--- config.mk ---
export PLATFORM = sky130hd
export DESIGN_NAME = rca_chunk_sequencer
export DESIGN_NICKNAME = d
export VERILOG_FILES = /design/src/rtl/rca_chunk_sequencer.sv
export SDC_FILE = /design/constraint.sdc
export NUM_CORES = 1
export LEC_CHECK = 0
export ABC_AREA = 1
export BUFFER_PORTS_ARGS = -buffer_cell sky130_fd_sc_hd__buf_2
export CAP_MARGIN = 0
export CORE_ASPECT_RATIO = 0.9
export CORE_MARGIN = 10
export CORE_UTILIZATION = 51
export CTS_CLUSTER_SIZE = 24
export DETAILED_ROUTE_END_ITERATION = 8
export PLACE_DENSITY = 0.78
export REMOVE_ABC_BUFFERS = 1
export SYNTH_ARGS = -nofsm -noshare
export SYNTH_HDL_FRONTEND = slang
export SYNTH_SLANG_ARGS = --single-unit
--- constraint.sdc ---
create_clock -name clk -period 1.66 [get_ports clk]
set_input_delay 0.083 -clock clk [delete_from_list [all_inputs] [get_ports clk]]
set_output_delay 0.083 -clock clk [all_outputs]
set_load 0.01 [all_outputs]
--- src/rtl/rca_chunk_sequencer.sv ---
// Multi-cycle adder controller: drives an external 3-bit ripple-carry slice
// one chunk per cycle, LSB first, carrying between chunks in a register.
module rca_chunk_sequencer #(
  parameter int unsigned NCHUNK = 4,
  localparam int unsigned WIDTH = 3 * NCHUNK
) (
  input  logic             clk,
  input  logic             rst,
  input  logic             in_valid,
  output logic             in_ready,
  input  logic [WIDTH-1:0] in_a,
  input  logic [WIDTH-1:0] in_b,
  input  logic             in_cin,
  output logic [2:0]       slice_a,
  output logic [2:0]       slice_b,
  output logic             slice_cin,
  input  logic [2:0]       slice_sum,
  input  logic             slice_cout,
  output logic             out_valid,
  input  logic             out_ready,
  output logic [WIDTH-1:0] out_sum,
  output logic             out_cout,
  output logic             busy
);

  localparam int unsigned CW = (NCHUNK > 1) ? $clog2(NCHUNK) : 1;
  localparam int unsigned IW = $clog2(WIDTH);

  typedef enum logic [1:0] {
    IDLE = 2'd0,
    RUN  = 2'd1,
    DONE = 2'd2
  } state_t;

  state_t           state;
  logic [WIDTH-1:0] a_reg;
  logic [WIDTH-1:0] b_reg;
  logic [WIDTH-1:0] sum_reg;
  logic             carry;
  logic             cout_reg;
  logic [CW-1:0]    cnt;
  logic [IW-1:0]    base;
  logic             last;

  // Bit offset of the chunk currently being added
  assign base = IW'(cnt) * IW'(3);
  assign last = (cnt == CW'(NCHUNK - 1));

  always_ff @(posedge clk) begin
    if (rst) begin
      state    <= IDLE;
      a_reg    <= '0;
      b_reg    <= '0;
      sum_reg  <= '0;
      carry    <= 1'b0;
      cout_reg <= 1'b0;
      cnt      <= '0;
    end else begin
      case (state)
        IDLE: begin
          if (in_valid) begin
            a_reg <= in_a;
            b_reg <= in_b;
            carry <= in_cin;
            cnt   <= '0;
            state <= RUN;
          end
        end
        RUN: begin
          sum_reg[base +: 3] <= slice_sum;
          carry              <= slice_cout;
          if (last) begin
            cout_reg <= slice_cout;
            cnt      <= '0;
            state    <= DONE;
          end else begin
            cnt <= cnt + CW'(1);
          end
        end
        DONE: begin
          if (out_ready) state <= IDLE;
        end
        default: state <= IDLE;
      endcase
    end
  end

  // Slice is only driven while a chunk is in flight
  assign slice_a   = (state == RUN) ? a_reg[base +: 3] : 3'd0;
  assign slice_b   = (state == RUN) ? b_reg[base +: 3] : 3'd0;
  assign slice_cin = (state == RUN) ? carry : 1'b0;

  assign in_ready  = (state == IDLE);
  assign out_valid = (state == DONE);
  assign busy      = (state != IDLE);
  assign out_sum   = sum_reg;
  assign out_cout  = cout_reg;

endmodule

==> run summary <==
Number of port buffers - 55
Post-layout min period - 1.520 ns
H-tree depth - 2
Cell Chain, Critical Path - nand2_2, buf_4, a21oi_1, buf_2
M3 GR Usage - 5.918%
Site Rows - 21
PD cells - 950.1 nW/um2
Routed len/inst - 11.69 um
Post-placement cell area - 2287 um2
Met1 usage - 15.22%
Crit Path Max Fanout - 6
Placer Congestion - 0.7890
HP Class - input port to flip-flop
Max Fclk - 0.6580 GHz
Synth warn - 0
Starting Density - 52.75%
Hold WS - 0.02754 ns
# diodes - 0
Clock skew - 0.004754 ns
Clk pin slew, worst setup/hold paths - 0.07 ns
First-pass GRT wire length - 7872 um
Cells on Worst Hold Path - 4
FF-to-FF setup slack - 0.20 ns
Die area - 6747 um2
Synth unique cells - 16
Cell Int Power - 0.001669 W
TritonCTS clock tree - built
Final Cell Area - 2396 um2
Total track usage - 13.99%
CP peak stage delay - 0.47 ns
Core Area - 3731 um2
IO Pins - 56
Vias - 1878
Layout fillers - 358
TritonCTS buffer count - 5
Most common cell after layout, fill and taps aside - nor2_1
Slew at the pin with the worst max-slew slack - 0.3597 ns
Layout Nets - 388
Fin crit share - 91.55%
Relative slew slack - 75.77%
Crit path arrival time - 1.44 ns
Share of cells above drive strength 1 - 21.08%
First-pass detailed-route iteration total - 4
GR Layer Usage met2 - 23.73%
Grt peak-use layer - met2
Avg Synthesized Cell Area - 6.672 um2
HPWL reported at the end of detailed placement - 3451 um
Reg2Reg Depth - 6
Sequential share of power - 48.6%
Setup violators final - 0
VDD IR max - 0.5140 mV
Status - complete, no violations
Pre-CTS setup slack - 0.2341 ns
Pleak - 1.181 nW
Die H - 78.94 um
Crit start category - flip-flop
Number of remaining DRC errors - 0
Hold-fix buffers at CTS - 0
Cells after synthesis - 295
Clock latency on the worst-skew pair - 0.30 ns
Via-to-Cell Ratio - 4.730
Switching Share - 26.67%
WS Path Type - flip-flop to primary output
Largest net degree at the start of global routing - 33
Mapped Area - 1968 um2
CP required - 1.58 ns
Clock power frac - 35.1%
Post-detailed-route count of antenna-violating nets - 0
Root buf cell - clkbuf_8
Remaining global-route overflow - 0
Initial antenna violation count - 0
Final WL - 4642 um
Final TNS setup - 0 ns
Combinational share of power - 16.3%
RSZ-0062 raised after global routing - no
Final Total Pwr - 0.002277 W
First DRT Iteration DRCs - 59
CP Capture Type - primary output
Switching power - 0.0006072 W
Clock sinks - 42
Max Cap Viol - 0
Commonest non-fill, non-tap cells in the layout - nor2_1 (78), buf_2 (55), nand2_1 (49)
Slew Limit Fails - 0
Hold Violations, Final - 0
Area grow syn2layout - 21.74%
Post-synthesis register bit count - 42
Setup slack after layout - 0.1403 ns
Die extent in x - 85.48 um
Post-synthesis sequential area ratio - 42.72%
CP max-delay cell - dfxtp_1
Vias in the first global route - 1859
Longest Clk Path Bufs - 2
-- final cells by class --
| type | instances | area [um2] | area share (%) |
|---|---|---|---|
| repair buffers | 61 | 332.8 | 13.89 |
| flip-flops and latches | 42 | 840.8 | 35.09 |
| well taps | 46 | 57.56 | 2.402 |
| multi-input cells | 205 | 927.1 | 38.69 |
| clock inverters | 1 | 30.03 | 1.253 |
| clock buffers | 7 | 76.32 | 3.185 |
| inverters | 35 | 131.4 | 5.483 |
-- power by group through the flow --
stage | clock network (W) | registers, W | logic (W)
after floorplan | 0 | 0.00114 | 0.000223
final | 0.000800 | 0.00111 | 0.000371
after global placement | 0 | 0.00113 | 0.000364
after detailed placement | 0 | 0.00113 | 0.000373
after CTS | 0.000806 | 0.00111 | 0.000376
after global routing | 0.000846 | 0.00111 | 0.000431
-- cells in the mapped netlist --
library cell / n / area [um2]
nand2_4: 1 / 11.26
o21ai_0: 35 / 175.2
ha_1: 5 / 62.56
inv_2: 1 / 3.750
buf_6: 2 / 22.52
buf_2: 6 / 30.03
clkbuf_1: 5 / 18.77
nor2_4: 2 / 22.52
inv_1: 34 / 127.6
nor2_2: 2 / 12.51
nand3_1: 9 / 45.04
o21ai_1: 1 / 5.000
nor2_1: 78 / 292.8
nand2_1: 50 / 187.7
dfxtp_1: 42 / 840.8
a21oi_1: 22 / 110.1
-- worst paths after layout --
path | startpoint | endpoint
worst max register to register | cnt[0]$_SDFFE_PP0P_ | out_sum[10]$_SDFFE_PP0P_
worst min register to register | a_reg[4]$_SDFFE_PP0P_ | a_reg[4]$_SDFFE_PP0P_
worst max-delay path | state[0]$_SDFFE_PP0P_ | slice_a[1]
worst min-delay path | out_ready | state[1]$_SDFFE_PP0P_
-- metrics by stage --
step | instances | utilization, %
finish | 397 | 64.22
global route | 397 | 64.22
global placement | 389 | 61.30
CTS | 397 | 64.15
detailed placement | 389 | 61.30
floorplan | 282 | -
-- critical path: cells and delay by family (launching register included) --
kind / cells / cell delay [ns]
AO/OA/AOI/OAI: 1 / 0.13
AND/OR/NAND/NOR: 1 / 0.18
flip-flops: 1 / 0.47
buffers and inverters: 2 / 0.36
-- per-layer routing --
metal / vias to the layer above / part of all wire (%)
li1: 1019 / -
met2: 46 / 46
met1: 804 / 46
met3: 9 / 6.9
met5: - / 0
met4: 0 / 1.3
-- cell families (layout without fill, tap and decap cells) --
kind of cell             count (synthesis)  after routing  synth area share, %
AO/OA/AOI/OAI                           58             58                14.75
AND/OR/NAND/NOR                        142            142                29.05
adder cells (fa/ha/maj)                  5              5                3.179
buffers and inverters                   48            104                10.30
flip-flops                              42             42                42.72
-- repair_timing --
item,CTS,global route
resized for setup,0,1
buffers inserted,0,0
endpoints found under the setup margin,0,4
(Power assumes the default switching activity.)
